$ cat config.mk
export PLATFORM = sky130hd
export DESIGN_NAME = fbuf_sprite_writer_flat
export DESIGN_NICKNAME = d
export VERILOG_FILES = /design/src/rtl/fbuf_sprite_writer_if.sv /design/src/rtl/fbuf_sprite_writer.sv /design/src/flat_wrapper.sv
export SDC_FILE = /design/constraint.sdc
export NUM_CORES = 1
export LEC_CHECK = 0
export CAP_MARGIN = 20
export CORE_AREA = 2 2 107 109
export CTS_BUF_LIST = sky130_fd_sc_hd__clkbuf_2
export DETAILED_ROUTE_END_ITERATION = 8
export DIE_AREA = 0 0 109 111
export DONT_BUFFER_PORTS = 1
export PLACE_DENSITY = 0.41
export SLEW_MARGIN = 10
export SYNTH_ARGS = -nofsm -noshare
export SYNTH_HDL_FRONTEND = slang
export SYNTH_SLANG_ARGS = --single-unit
$ cat constraint.sdc
create_clock -name clk -period 2.5 [get_ports clk]
set_input_delay 0.75 -clock clk [delete_from_list [all_inputs] [get_ports clk]]
set_output_delay 0.75 -clock clk [all_outputs]
set_load 0.05 [all_outputs]
$ cat src/rtl/fbuf_sprite_writer_if.sv
// Bus bundle between the sprite writer, its sprite ROM and the 1-bpp framebuffer.
// The master side is the writer; the slave side is the draw requester plus memories.
interface fbuf_sprite_writer_if;
    logic        start;
    logic [6:0]  x;
    logic [5:0]  y;
    logic [3:0]  rows;
    logic [3:0]  spr_addr;
    logic [7:0]  spr_data;
    logic [8:0]  fbuf_addr;
    logic [15:0] fbuf_rdata;
    logic [15:0] fbuf_wdata;
    logic        fbuf_we;
    logic        busy;
    logic        done;
    logic        collision;

    modport master (
        input  start, x, y, rows, spr_data, fbuf_rdata,
        output spr_addr, fbuf_addr, fbuf_wdata, fbuf_we, busy, done, collision
    );

    modport slave (
        output start, x, y, rows, spr_data, fbuf_rdata,
        input  spr_addr, fbuf_addr, fbuf_wdata, fbuf_we, busy, done, collision
    );
endinterface

$ cat src/rtl/fbuf_sprite_writer.sv
// XOR-draws an 8-pixel-wide sprite into a 128x64 1-bpp framebuffer of 16-bit words,
// one read-modify-write per touched word, with right/bottom clipping and collision flag.
module fbuf_sprite_writer (
    input  logic                        clk,
    input  logic                        res,
    fbuf_sprite_writer_if.master        bus
);

    typedef enum logic [2:0] {
        IDLE, SPR, RD0, WR0, RD1, WR1, NEXT, DONE
    } state_t;

    state_t      state_reg, state_next;
    logic [6:0]  x_reg, x_next;
    logic [5:0]  y_reg, y_next;
    logic [3:0]  rows_reg, rows_next;
    logic [3:0]  r_reg, r_next;
    logic [7:0]  spr_reg, spr_next;
    logic        coll_reg, coll_next;

    // Row address is always in range when used: NEXT stops before y+r passes 63.
    logic [5:0]  row_addr;
    logic [6:0]  next_row_sum;
    logic [4:0]  r_inc;
    logic [2:0]  col0, col1;
    logic [23:0] win;
    logic [15:0] mask0, mask1, act_mask;
    logic [15:0] wdata_bits, hit_bits;
    logic        need_second;
    logic        last_row;

    assign row_addr     = y_reg + {2'b00, r_reg};
    assign next_row_sum = {1'b0, y_reg} + {3'b000, r_reg} + 7'd1;
    assign r_inc        = {1'b0, r_reg} + 5'd1;
    assign col0         = x_reg[6:4];
    assign col1         = col0 + 3'd1;

    assign win          = {spr_reg, 16'h0000} >> x_reg[3:0];
    assign mask0        = win[23:8];
    assign mask1        = {win[7:0], 8'h00};
    assign act_mask     = (state_reg == RD1 || state_reg == WR1) ? mask1 : mask0;

    // A second word is touched only when the sprite spills past bit 0 and
    // there is a word to the right; word column 8 would be a wrap.
    assign need_second  = (x_reg[3:0] > 4'd8) && (x_reg[6:4] != 3'd7);
    assign last_row     = (r_inc == {1'b0, rows_reg}) || (next_row_sum > 7'd63);

    genvar gi;
    generate
        for (gi = 0; gi < 16; gi++) begin : g_bit
            assign wdata_bits[gi] = bus.fbuf_rdata[gi] ^ act_mask[gi];
            assign hit_bits[gi]   = bus.fbuf_rdata[gi] & act_mask[gi];
        end
    endgenerate

    always_ff @(posedge clk or posedge res) begin
        if (res) begin
            state_reg <= IDLE;
            x_reg     <= '0;
            y_reg     <= '0;
            rows_reg  <= '0;
            r_reg     <= '0;
            spr_reg   <= '0;
            coll_reg  <= 1'b0;
        end else begin
            state_reg <= state_next;
            x_reg     <= x_next;
            y_reg     <= y_next;
            rows_reg  <= rows_next;
            r_reg     <= r_next;
            spr_reg   <= spr_next;
            coll_reg  <= coll_next;
        end
    end

    always_comb begin
        state_next     = state_reg;
        x_next         = x_reg;
        y_next         = y_reg;
        rows_next      = rows_reg;
        r_next         = r_reg;
        spr_next       = spr_reg;
        coll_next      = coll_reg;
        bus.spr_addr   = r_reg;
        bus.fbuf_addr  = '0;
        bus.fbuf_wdata = '0;
        bus.fbuf_we    = 1'b0;
        bus.busy       = 1'b1;
        bus.done       = 1'b0;
        bus.collision  = coll_reg;

        case (state_reg)
            IDLE: begin
                bus.busy = 1'b0;
                if (bus.start) begin
                    x_next     = bus.x;
                    y_next     = bus.y;
                    rows_next  = bus.rows;
                    r_next     = '0;
                    coll_next  = 1'b0;
                    state_next = (bus.rows == 4'd0) ? DONE : SPR;
                end
            end
            SPR: begin
                state_next = RD0;
            end
            RD0: begin
                spr_next      = bus.spr_data;
                bus.fbuf_addr = {row_addr, col0};
                state_next    = WR0;
            end
            WR0: begin
                bus.fbuf_addr  = {row_addr, col0};
                bus.fbuf_wdata = wdata_bits;
                bus.fbuf_we    = 1'b1;
                coll_next      = coll_reg | (|hit_bits);
                state_next     = need_second ? RD1 : NEXT;
            end
            RD1: begin
                bus.fbuf_addr = {row_addr, col1};
                state_next    = WR1;
            end
            WR1: begin
                bus.fbuf_addr  = {row_addr, col1};
                bus.fbuf_wdata = wdata_bits;
                bus.fbuf_we    = 1'b1;
                coll_next      = coll_reg | (|hit_bits);
                state_next     = NEXT;
            end
            NEXT: begin
                r_next     = r_inc[3:0];
                state_next = last_row ? DONE : SPR;
            end
            DONE: begin
                bus.done   = 1'b1;
                state_next = IDLE;
            end
            default: begin
                state_next = IDLE;
            end
        endcase
    end

endmodule

$ cat src/flat_wrapper.sv
// flat-port wrapper written by rule: the top's interface ports become plain ports
module fbuf_sprite_writer_flat 
  (clk, res, bus_start, bus_x, bus_y, bus_rows, bus_spr_data, bus_fbuf_rdata, bus_spr_addr, bus_fbuf_addr, bus_fbuf_wdata, bus_fbuf_we, bus_busy, bus_done, bus_collision);
  fbuf_sprite_writer_if bus_i ();
  input  logic clk;
  input  logic res;
  input wire logic [$bits(bus_i.start)-1:0] bus_start;
  input wire logic [$bits(bus_i.x)-1:0] bus_x;
  input wire logic [$bits(bus_i.y)-1:0] bus_y;
  input wire logic [$bits(bus_i.rows)-1:0] bus_rows;
  input wire logic [$bits(bus_i.spr_data)-1:0] bus_spr_data;
  input wire logic [$bits(bus_i.fbuf_rdata)-1:0] bus_fbuf_rdata;
  output wire logic [$bits(bus_i.spr_addr)-1:0] bus_spr_addr;
  output wire logic [$bits(bus_i.fbuf_addr)-1:0] bus_fbuf_addr;
  output wire logic [$bits(bus_i.fbuf_wdata)-1:0] bus_fbuf_wdata;
  output wire logic [$bits(bus_i.fbuf_we)-1:0] bus_fbuf_we;
  output wire logic [$bits(bus_i.busy)-1:0] bus_busy;
  output wire logic [$bits(bus_i.done)-1:0] bus_done;
  output wire logic [$bits(bus_i.collision)-1:0] bus_collision;
  assign bus_i.start = bus_start;
  assign bus_i.x = bus_x;
  assign bus_i.y = bus_y;
  assign bus_i.rows = bus_rows;
  assign bus_i.spr_data = bus_spr_data;
  assign bus_i.fbuf_rdata = bus_fbuf_rdata;
  assign bus_spr_addr = bus_i.spr_addr;
  assign bus_fbuf_addr = bus_i.fbuf_addr;
  assign bus_fbuf_wdata = bus_i.fbuf_wdata;
  assign bus_fbuf_we = bus_i.fbuf_we;
  assign bus_busy = bus_i.busy;
  assign bus_done = bus_i.done;
  assign bus_collision = bus_i.collision;
  fbuf_sprite_writer u_core (.clk(clk), .res(res), .bus(bus_i));
endmodule
### After elaboration in Yosys (flattened, before gate mapping)

Index checks and enable logic that the tools add are counted.
W data, S select, Z words.

| cells by class | value |
|---|---|
| add/sub/neg operators | 5 |
| magnitude comparators | 2 |
| equality and inequality tests | 10 |
| shifts and indexed selects | 1 |
| muxes and demuxes | 15 |
| bitwise gates (word level) | 33 |
| reduce and logical (&&, ||, !) cells | 14 |

Operator list:

| operator | number |
|---|---|
| $mux W16 | 2 |
| $pmux W3 S8 | 1 |
| $shr A24 B4 Y24 | 1 |
| $pmux W9 S2 | 1 |
| $and A1 B1 Y1 | 16 |
| $reduce_or A16 Y1 | 1 |
| $xor A1 B1 Y1 | 16 |
| $eq A3 B3 Y1 const B | 4 |
| $mux W3 | 3 |
| $pmux W4 S2 | 1 |
| $add A6 B4 Y7 | 1 |
| $add A7 B1 Y7 const B | 1 |
| $gt A7 B6 Y1 const B | 1 |
| $add A6 B4 Y6 | 1 |
| $eq A3 B2 Y1 const B | 2 |
| $reduce_and A2 Y1 | 3 |
| $reduce_or A2 Y1 | 3 |
| $add A4 B1 Y5 const B | 1 |
| $eq A5 B4 Y1 | 1 |
| $gt A4 B4 Y1 const B | 1 |
| $logic_not A4 Y1 | 1 |
| $mux W1 | 4 |
| $mux W4 | 1 |
| $reduce_bool A2 Y1 | 2 |
| 10 further kinds | 11 |

| word-level totals | value |
|---|---|
| register bits after elaboration | 33 |
| bits of input ports | 44 |
| output and inout bits | 33 |
| logic and storage cells | 87 |

### Depth between registers and ports, before layout

Gate-level depths: netlist of run 1.

| logic depth | value |
|---|---|
| depth after elaboration | 7 |
| depth in mapped cells | 11 |
| gate-level depth less buffers | 9 |

### Worst setup path before layout of run 1

Ideal clock, no wire load.

| timing path | value |
|---|---|
| path type | register -> output |
| from | reg u_core.r_reg[0] (netlist: u_core.bus.spr_addr[0]) |
| to | out bus_fbuf_addr[7] |
| data arrival time | 2,394 ps |
| required time | 1,750 ps |
| setup slack | -644 ps |
| stages on the path, launching flop included | 7 |
| path buffers | 0 |
| cells stage by stage | dfrtp_1 > ha_1 > fa_1 > a21o_1 > a21oi_1 > xor2_1 > nor2_1 |

| between the ends | value |
|---|---|
| word-level cells in the longest chain between the ends | 2 |

Ends and longest elaborated chain:

| element | RTL line | text |
|---|---|---|
| start, declared | fbuf_sprite_writer.sv:17 | `logic [3:0] r_reg, r_next;` |
| start signal, assigned | fbuf_sprite_writer.sv:70 | `r_reg <= r_next;` |
| $add A6 B4 Y6 | fbuf_sprite_writer.sv:32 | `assign row_addr = y_reg + {2'b00, r_reg};` |
| $pmux W9 S2 | fbuf_sprite_writer.sv:92 | `case (state_reg)` |
| end, declared | flat_wrapper.sv:14 | `output wire logic [$bits(bus_i.fbuf_addr)-1:0] bus_fbuf_addr;` |

No other way between the ends.

### Final worst setup path of run 1

| timing path | value |
|---|---|
| from | reg u_core.x_reg[0] |
| to | out bus_fbuf_wdata[3] |

| between the ends | value |
|---|---|
| word-level cells in the longest chain between the ends | 4 |

Ends and longest elaborated chain:

| element | RTL line | text |
|---|---|---|
| start, declared | fbuf_sprite_writer.sv:14 | `logic [6:0] x_reg, x_next;` |
| start signal, assigned | fbuf_sprite_writer.sv:67 | `x_reg <= x_next;` |
| $shr A24 B4 Y24 | fbuf_sprite_writer.sv:38 | `assign win = {spr_reg, 16'h0000} >> x_reg[3:0];` |
| $mux W16 | fbuf_sprite_writer.sv:41 | `assign act_mask = (state_reg == RD1 \|\| state_reg == WR1) ? mask1 : mask0;` |
| $xor A1 B1 Y1 | fbuf_sprite_writer.sv:51 | `assign wdata_bits[gi] = bus.fbuf_rdata[gi] ^ act_mask[gi];` |
| $mux W16 | fbuf_sprite_writer.sv:92 |  |
| end, declared | flat_wrapper.sv:15 | `output wire logic [$bits(bus_i.fbuf_wdata)-1:0] bus_fbuf_wdata;` |

No other way between the ends.

==> impl_metrics.json, run 1 <==
{
  "wire_per_inst_um": 15.8,
  "setup_violations": 23,
  "first_pass_iters": 4,
  "reg2regPathDepth": 9,
  "synth_async_sr_flop_share": 1.00,
  "viasPerCell": 4.79,
  "endpoint": "bus_fbuf_wdata[3]",
  "synth_seq_area_share": 0.311,
  "register_area_um2": 840,
  "vias": 2301,
  "fmax_mhz": 326,
  "first_iter_violations": 75,
  "first_global_vias": 2291,
  "clk_path_buf_depth": 2,
  "start_util": 0.240,
  "start_kind": "flip-flop",
  "maxCapViolCount": 0,
  "synth_top_family_by_area": "simple AND/OR/NAND/NOR gates",
  "dieArea_mm2": 0.0121,
  "synth_enable_flop_cells": 0,
  "worstPathRequired_ns": 1.75,
  "slew_headroom": 0.567,
  "synthCells": 271,
  "final_hold_viol_count": 0,
  "gp_congestion": 0.837,
  "fin_worst_skew_ns": 0.0146,
  "ant_nets": 0,
  "r2r-end": "u_core.bus.collision",
  "root_buffer": "clkbuf_2",
  "synth_area_mm2": 0.00265,
  "worstSetupPathType": "reg2out",
  "period_needed_ns": 3.06,
  "setup_ws_ns": -0.565,
  "synthesis.nets": 341,
  "run_status": "complete, but fails checks",
  "rsz0062_at_grt": "yes",
  "synthTopCellsByArea": "dfrtp_1 (31%), ha_1 (11%), mux2_2 (5.1%), mux2i_1 (4.5%), mux2_1 (4.2%)",
  "synth_warnings": 0,
  "synth_top_cell_by_area": "dfrtp_1",
  "ys_ff_latch": 33,
  "violations": "negative setup slack",
  "synth_compound_area_frac": 0.125,
  "die_x_um": 109,
  "numClockSinks": 33,
  "grt_max_degree": 25,
  "drive_gt1_frac": 0.509,
  "cts.clk_slew.worst_paths_ns": 0.22,
  "worstReg2RegStart": "u_core.x_reg[0]",
  "synth_top_area_frac": 0.311,
  "final-instance-count-excl-fill": 480,
  "fin_tns_setup_ns": -9.47,
  "area_delta_synth_final_pct": 49.9,
  "htreeDepth": 2,
  "cts_tree": "built",
  "fin_crit_sh": 1.23,
  "end_kind": "primary output",
  "fill_cells": 1123,
  "cp_max_fo": 5,
  "dp_hpwl_um": 5900,
  "drv_slew": 0,
  "largest_reg_flops": 8,
  "yosys.area_share.simple": 0.190,
  "routed_wl_um": 7590,
  "core_mm2": 0.0111,
  "synth_ff_type": "dfrtp_1",
  "drc_errors": 0,
  "synthXorXnorAreaFrac": 0.0354,
  "holdWs_ns": 0.256,
  "layout.nets": 405,
  "synthDistinctLibCells": 50,
  "worstPathArrival_ns": 2.31,
  "pin_count": 77,
  "muxShareOfSynthArea": 0.164,
  "pre_cts_slack_ns": -0.280,
  "synthAdderAreaFrac": 0.128,
  "cts_hold_buf": 0,
  "grt_use_total": 0.127,
  "clk_latency_ns": 0.37,
  "multi_input_area_mm2": 0.00207,
  "dp_cells": 454,
  "portBuffers": 0,
  "grt_pass1_wl_um": 12000,
  "avgSynthCellArea_um2": 9.79,
  "crit_start": "u_core.x_reg[0]",
  "die_h_um": 111,
  "hold_path.class": "in2async",
  "fp-row-count": 39,
  "grt_overflow": 0,
  "cts_made_buffers": 5,
  "antenna_found_initial": 2,
  "tightest_slew_ns": 0.644,
  "rrSetupSlack_ns": 0.01
}
[kinds of logic after synthesis]
kind of cell	after synthesis
compound gates	51
xor+xnor	9
fa+ha+maj	26
buf+inv	26
flops	33
mux	37
simple gates	89
[stage by stage]
step	instance area (um2)	utilization
4_1_cts	3690	0.334
6_report	3980	0.359
5_1_grt	3980	0.359
3_5_place_dp	3380	0.306
3_3_place_gp	3380	0.306
2_1_floorplan	2760	-
[layer usage]
layer,GRT usage,up-vias,wire [um]
met5,0,-,13
li1,-,1119,-
met1,0.172,1109,3520
met4,0.0342,2,74
met3,0.0364,6,506
met2,0.195,65,3480
[placed cells by master, fill, tap and decap left out, drive strengths merged, types with 3 or more instances in the layout]
cell | synthesis | layout
buf | 10 | 70
dfrtp | 33 | 33
ha | 24 | 24
nand2 | 23 | 23
mux2 | 22 | 22
and2 | 16 | 16
nor2 | 14 | 14
o22ai | 12 | 12
mux2i | 12 | 12
inv | 11 | 11
a21oi | 10 | 10
o21ai | 9 | 9
nor2b | 7 | 7
clkbuf | 4 | 6
nor3 | 6 | 6
nor4 | 5 | 5
nand3 | 4 | 4
xnor2 | 4 | 4
xor2 | 4 | 4
or3 | 4 | 4
mux4 | 3 | 3
o21a | 3 | 3
nand4 | 3 | 3
[worst max-delay path: stages, from the launching register on]
cell and delay, ns:
dfrtp_2 0.48, mux4_2 0.57, nand2_1 0.09, o21a_1 0.19, o22ai_2 0.10, ha_1 0.30
and2_4 0.23
[area by class of cell]
cell class                      count  share of cell area
Multi-Input combinational cell    212               0.520
Sequential cell                    33               0.211
Timing Repair Buffer               71               0.194
Tap cell                          143              0.0450
Clock inverter                      3              0.0116
Inverter                           12              0.0113
Clock buffer                        5             0.00629
Antenna cell                        1            0.000629
[worst min path at each step]
stage                     from              end  slack, ns  cells after the start
4_1_cts                    res  u_core.x_reg[4]       0.23                      2
6_report                   res  u_core.x_reg[4]       0.26                      2
3_5_place_dp   u_core.y_reg[2]  u_core.y_reg[2]       0.48                      1
5_1_grt                    res  u_core.x_reg[4]       0.21                      2
2_1_floorplan  u_core.y_reg[2]  u_core.y_reg[2]       0.46                      1
3_3_place_gp   u_core.y_reg[2]  u_core.y_reg[2]       0.47                      1
[timing repair]
action,4_1_cts,5_1_grt
pin swaps,18,20
setup buffers,8,12
endpoints found under the setup margin,26,29
gates resized for setup,45,41
cloned,0,1
[synthesized netlist by cell type (all sizes together), types with 2 or more instances]
| cell type | number |
|---|---|
| mux4 | 3 |
| inv | 11 |
| clkbuf | 4 |
| nand3b | 2 |
| nor2b | 7 |
| or3 | 4 |
| a22o | 2 |
| o21ai | 9 |
| a311oi | 2 |
| or2 | 2 |
| xnor2 | 4 |
| ha | 24 |
| mux2 | 22 |
| o21a | 3 |
| nor2 | 14 |
| o311ai | 2 |
| fa | 2 |
| and2 | 16 |
| a21oi | 10 |
| nand4 | 3 |
| nand3 | 4 |
| xor2 | 4 |
| a21o | 2 |
| o32ai | 2 |
| nor4 | 5 |
| dfrtp | 33 |
| nand2 | 23 |
| a21boi | 2 |
| o22ai | 12 |
| mux2i | 12 |
| buf | 10 |
| nor3 | 6 |
Power of run 1 is not shown: default switching activity piles up to over one toggle a cycle in this logic, so the estimate is an artifact.
==> run 2, diff against run 1 <==
- ABC_AREA: unset -> 1
==> impl_metrics.json, run 2 <==
{
  "run_status": "complete, but fails checks",
  "violations": "negative setup slack",
  "drt-met1-wl_um": 3270,
  "rrSetupSlack_ns": 0.32,
  "clk_path_buf_depth": 2,
  "register_area_um2": 833,
  "yosysMostFrequentCell": "nand2_1",
  "dp_hpwl_um": 6150,
  "dp_cells": 554,
  "drc_errors": 0,
  "final-instance-count-excl-fill": 578,
  "core_mm2": 0.0111,
  "layout.nets": 504,
  "grt_max_degree": 34,
  "setup_ws_ns": -0.389,
  "fp-row-count": 39,
  "rsz0062_at_grt": "yes",
  "end_kind": "primary output",
  "wire_per_inst_um": 13.6,
  "maxCapViolCount": 0,
  "synth_area_mm2": 0.00267,
  "met3WireLength_um": 303,
  "synth_ff_type": "dfrtp_1",
  "synthTopCellsByArea": "dfrtp_1 (31%), nand2_1 (13%), ha_1 (11%), inv_1 (6.5%), nand3_1 (5.6%)",
  "drv_slew": 0,
  "start_kind": "flip-flop",
  "largest_reg_flops": 8,
  "fin_worst_skew_ns": 0.0107,
  "dieArea_mm2": 0.0121,
  "numClockSinks": 33,
  "cp_max_fo": 6,
  "hold_path.class": "in2async",
  "tightest_slew_ns": 0.697,
  "synth_top_area_frac": 0.310,
  "vias": 2607,
  "avgSynthCellArea_um2": 7.15,
  "setup_violations": 21,
  "route.met2.wl_um": 4190,
  "antenna_found_initial": 0,
  "synth_enable_flop_cells": 0,
  "multi_input_area_mm2": 0.00203,
  "final_hold_viol_count": 0,
  "htreeDepth": 2,
  "start_util": 0.241,
  "root_buffer": "clkbuf_2",
  "grt_pass1_wl_um": 13000,
  "synth_common_cells": "nand2_1 (92), inv_1 (46), nor2_1 (40), dfrtp_1 (33), nand3_1 (30)",
  "routed_wl_um": 7840,
  "final_common_cell": "nand2_1",
  "fin_crit_sh": 1.16,
  "routed.top_layer": "met4",
  "synth_top_cell_by_area": "dfrtp_1",
  "worstPathArrival_ns": 2.14,
  "cts_made_buffers": 5,
  "gp_congestion": 0.796,
  "period_needed_ns": 2.89,
  "first_pass_iters": 4,
  "area_delta_synth_final_pct": 54.8,
  "drive_gt1_frac": 0.490,
  "ant_nets": 0,
  "worstSetupPathType": "reg2out",
  "fin_tns_setup_ns": -6.24,
  "worstPathRequired_ns": 1.75,
  "synthesis.nets": 443,
  "cts.clk_slew.worst_paths_ns": 0.20,
  "synth_seq_area_share": 0.310,
  "grt_use_total": 0.136,
  "viasPerCell": 4.51,
  "die_x_um": 109,
  "synth_async_sr_flop_share": 1.00,
  "cts_tree": "built",
  "synthCells": 373,
  "first_global_vias": 2707,
  "clk_latency_ns": 0.37,
  "slew_headroom": 0.535,
  "synthDistinctLibCells": 30,
  "antennaDiodeCount": 0,
  "grt_overflow": 0,
  "synth_warnings": 0,
  "final_cell_mix": "nand2_1 (69), buf_4 (36), inv_1 (28), dfrtp_1 (27), nand3_1 (24)",
  "first_iter_violations": 60,
  "fill_cells": 1131,
  "portBuffers": 0,
  "cts_hold_buf": 0,
  "pin_count": 77,
  "ys_ff_latch": 33,
  "die_h_um": 111,
  "fmax_mhz": 346
}
[run 2: cell count changes after synthesis, moves of 6 or more]
cell     before  now
nor2_2        0   11
mux2_1       10    0
nor2b_1       7    0
nand2_1      23   92
o21ai_0       9   24
and2_1       16    0
a21oi_1      10   16
mux2i_1      12    0
nor2_1       11   40
inv_1        11   46
o22ai_1      12    1
nand3_1       4   30
inv_2         0    7
[run 2: per-layer routing]
metal  vias to the layer above  global-route usage
met5                         -                   0
met3                         8              0.0270
li1                       1317                   -
met4                         0              0.0291
met1                      1231               0.158
met2                        51               0.253
[run 2: cells by family (layout without fill, tap and decap cells)]
| logic type | Yosys count | count (layout) | synth area share |
|---|---|---|---|
| fa+ha+maj | 26 | 26 | 0.128 |
| xor+xnor | 3 | 3 | 0.00986 |
| buf+inv | 64 | 126 | 0.101 |
| mux | 11 | 11 | 0.0521 |
| compound gates | 45 | 45 | 0.0863 |
| flops | 33 | 33 | 0.310 |
| simple gates | 191 | 191 | 0.313 |
[run 2: final cells by class]
| cell class | count | area share |
|---|---|---|
| Multi-Input combinational cell | 276 | 0.492 |
| Clock buffer | 5 | 0.00606 |
| Tap cell | 143 | 0.0433 |
| Inverter | 54 | 0.0546 |
| Clock inverter | 3 | 0.0158 |
| Timing Repair inverter | 2 | 0.00364 |
| Timing Repair Buffer | 62 | 0.183 |
| Sequential cell | 33 | 0.202 |
[run 2: final timing paths]
path                                           to          startpoint  cells after the start
max                             bus_fbuf_wdata[1]     u_core.x_reg[0]                     11
min                             u_core.spr_reg[6]                 res                      2
max reg2reg                  u_core.bus.collision     u_core.x_reg[0]                     12
min reg2reg                    u_core.rows_reg[0]  u_core.rows_reg[0]                      2
max in group asynchronous  u_core.bus.spr_addr[2]                 res                      2
min in group clk                u_core.spr_reg[6]     bus_spr_data[6]                      1
[run 2: what timing repair did]
action,in CTS,in global routing
buffers inserted,10,4
cloned,0,2
setup endpoints to repair,22,24
pin swaps,24,24
hold endpoints to repair,0,0
resized for setup,80,50
[run 2: per-stage QoR]
stage / utilization / setup WS [ns] / area [um2] / hold WS, ns
floorplan: - / -0.0464 / 2790 / 0.473
detailed placement: 0.318 / -0.151 / 3530 / 0.516
global placement: 0.318 / -0.149 / 3530 / 0.506
CTS: 0.352 / -0.439 / 3900 / 0.321
finish: 0.373 / -0.389 / 4130 / 0.326
global route: 0.373 / -0.547 / 4130 / 0.323
[run 2: worst max-delay path, cell delays in order (launching register included)]
cell,delay [ns]
dfrtp_2,0.49
or2_4,0.26
o21ai_2,0.06
nand2_1,0.08
o21ai_2,0.08
nand2_1,0.09
nand3_1,0.09
nand2_1,0.06
ha_1,0.29
inv_2,0.04
nor2_4,0.09
buf_12,0.14
Power of run 2 is left out for the same reason.
==> run 3, diff against run 2 <==
- CORE_AREA: 2 2 107 109 -> 2 2 71 73
- DIE_AREA: 0 0 109 111 -> 0 0 73 75
- GPL_ROUTABILITY_DRIVEN: unset -> 0
- PLACE_DENSITY: 0.41 -> 0.74
- clock period: 2.5 -> 3.7 ns (I/O delays scaled with it)
==> impl_metrics.json, run 3 (synthesized netlist as in run 2, its figures left out) <==
{
  "grt_overflow": 0,
  "die_x_um": 73,
  "final_common_cell": "nand2_1",
  "fin_tns_setup_ns": 0,
  "final-instance-count-excl-fill": 444,
  "min_path_cells": 1,
  "antennaDiodeCount": 0,
  "grt_use_total": 0.233,
  "pin_count": 77,
  "final_cell_mix": "nand2_1 (92), inv_1 (46), nor2_1 (39), dfrtp_1 (32), nand3_1 (30)",
  "fin_area_mm2": 0.00295,
  "maxCapViolCount": 0,
  "fp-row-count": 25,
  "crit_buf_inv": 1,
  "crit_slowest_cell": "dfrtp_2",
  "worstPathRequired_ns": 2.59,
  "multi_input_area_mm2": 0.00163,
  "fin_worst_skew_ns": 0.0202,
  "ant_nets": 0,
  "first_pass_iters": 4,
  "reg2regPathDepth": 12,
  "drc_errors": 0,
  "rrSetupSlack_ns": 1.47,
  "first_iter_violations": 159,
  "start_kind": "flip-flop",
  "hold_end": "u_core.y_reg[3]",
  "cpPeakStageDelay_ns": 0.49,
  "first_global_vias": 2303,
  "run_status": "finished clean",
  "worstReg2RegStart": "u_core.x_reg[0]",
  "routed_wl_um": 6040,
  "grt_max_degree": 34,
  "cts.clk_slew.worst_paths_ns": 0.21,
  "viasPerCell": 5.39,
  "cts_made_buffers": 5,
  "drive_gt1_frac": 0.172,
  "hold_path.class": "reg2reg",
  "r2r-end": "u_core.bus.collision",
  "htreeDepth": 2,
  "placed_area_mm2": 0.00281,
  "root_buffer": "clkbuf_2",
  "die_h_um": 75,
  "end_kind": "primary output",
  "dieArea_mm2": 0.00548,
  "largest_reg_flops": 8,
  "layout.nets": 459,
  "register_area_um2": 827,
  "cp_max_fo": 7,
  "cp_cell_sequence": "or2_2 > o21ai_1 > nand2_1 > o21ai_1 > nand2_1 > nand3_1 > o21ai_0 > ha_1 > inv_1 > nor2_4",
  "fill_cells": 418,
  "area_delta_synth_final_pct": 10.7,
  "clk_latency_ns": 0.40,
  "antenna_found_initial": 0,
  "dp_hpwl_um": 4820,
  "grt_pass1_wl_um": 9930,
  "fmax_mhz": 286,
  "hold_start": "u_core.y_reg[3]",
  "setup_violations": 0,
  "numClockSinks": 33,
  "fin_crit_sh": 0.947,
  "period_needed_ns": 3.50,
  "cts_tree": "built",
  "path_delay_family": "simple AND/OR/NAND/NOR gates",
  "portBuffers": 0,
  "post-route-util": 0.634,
  "final_hold_viol_count": 0,
  "clk_path_buf_depth": 2,
  "start_util": 0.572,
  "drv_slew": 0,
  "cts_hold_buf": 0,
  "tightest_slew_ns": 0.898,
  "rsz0062_at_grt": "yes",
  "worstSetupPathType": "reg2out",
  "slew_headroom": 0.398,
  "wire_per_inst_um": 13.6,
  "vias": 2394,
  "worstPathArrival_ns": 2.39,
  "core_mm2": 0.00466,
  "dp_cells": 435
}
## run 3: changes by cell type in the layout (fill, tap and decap cells not counted), sizes merged
| cell | delta |
|---|---|
| buf | -44 |
| clkinvlp | -3 |
| bufinv | -1 |
| clkbuf | +1 |
| clkinv | +1 |
| inv | +1 |
## run 3: area by class of cell
cell class                 instances  share of cell area
inverter                          54              0.0686
clock buffer                       5             0.00847
tap                               54              0.0229
sequential                        33               0.280
multi-input combinational        276               0.553
clock inverter                     3              0.0157
timing repair buffer              19              0.0513
## run 3: worst max-delay path by stage
stage	startpoint	end	slack, ns	depth (start not counted)
2_1_floorplan	u_core.bus.spr_addr[2]	bus_fbuf_addr[6]	0.05	5
3_3_place_gp	u_core.x_reg[0]	bus_fbuf_wdata[7]	0.47	10
3_5_place_dp	u_core.state_reg[1]	bus_fbuf_wdata[14]	0.37	9
4_1_cts	u_core.x_reg[0]	bus_fbuf_wdata[11]	0.004	10
5_1_grt	u_core.x_reg[0]	bus_fbuf_wdata[7]	-0.04	10
6_report	u_core.x_reg[0]	bus_fbuf_wdata[7]	0.20	10
## run 3: what timing repair did
action | 4_1_cts | 5_1_grt
gates resized for setup | 5 | 13
setup buffers | 0 | 1
cloned | 0 | 0
endpoints found under the hold margin | 0 | 0
pin swaps | 0 | 2
endpoints found under the setup margin | 9 | 13
## run 3: per-layer routing
layer	global-route usage	share of wire
met1	0.268	0.42
met2	0.427	0.52
met3	0.0535	0.049
met4	0.0720	0.014
met5	0	0
## run 3: stage by stage
stage	hold WS (ns)	worst slack (ns)
6_report	0.544	0.198
5_1_grt	0.571	-0.0418
4_1_cts	0.547	0.00362
3_5_place_dp	0.505	0.366
3_3_place_gp	0.504	0.473
2_1_floorplan	0.473	0.0488
Power of run 3 is left out for the same reason.
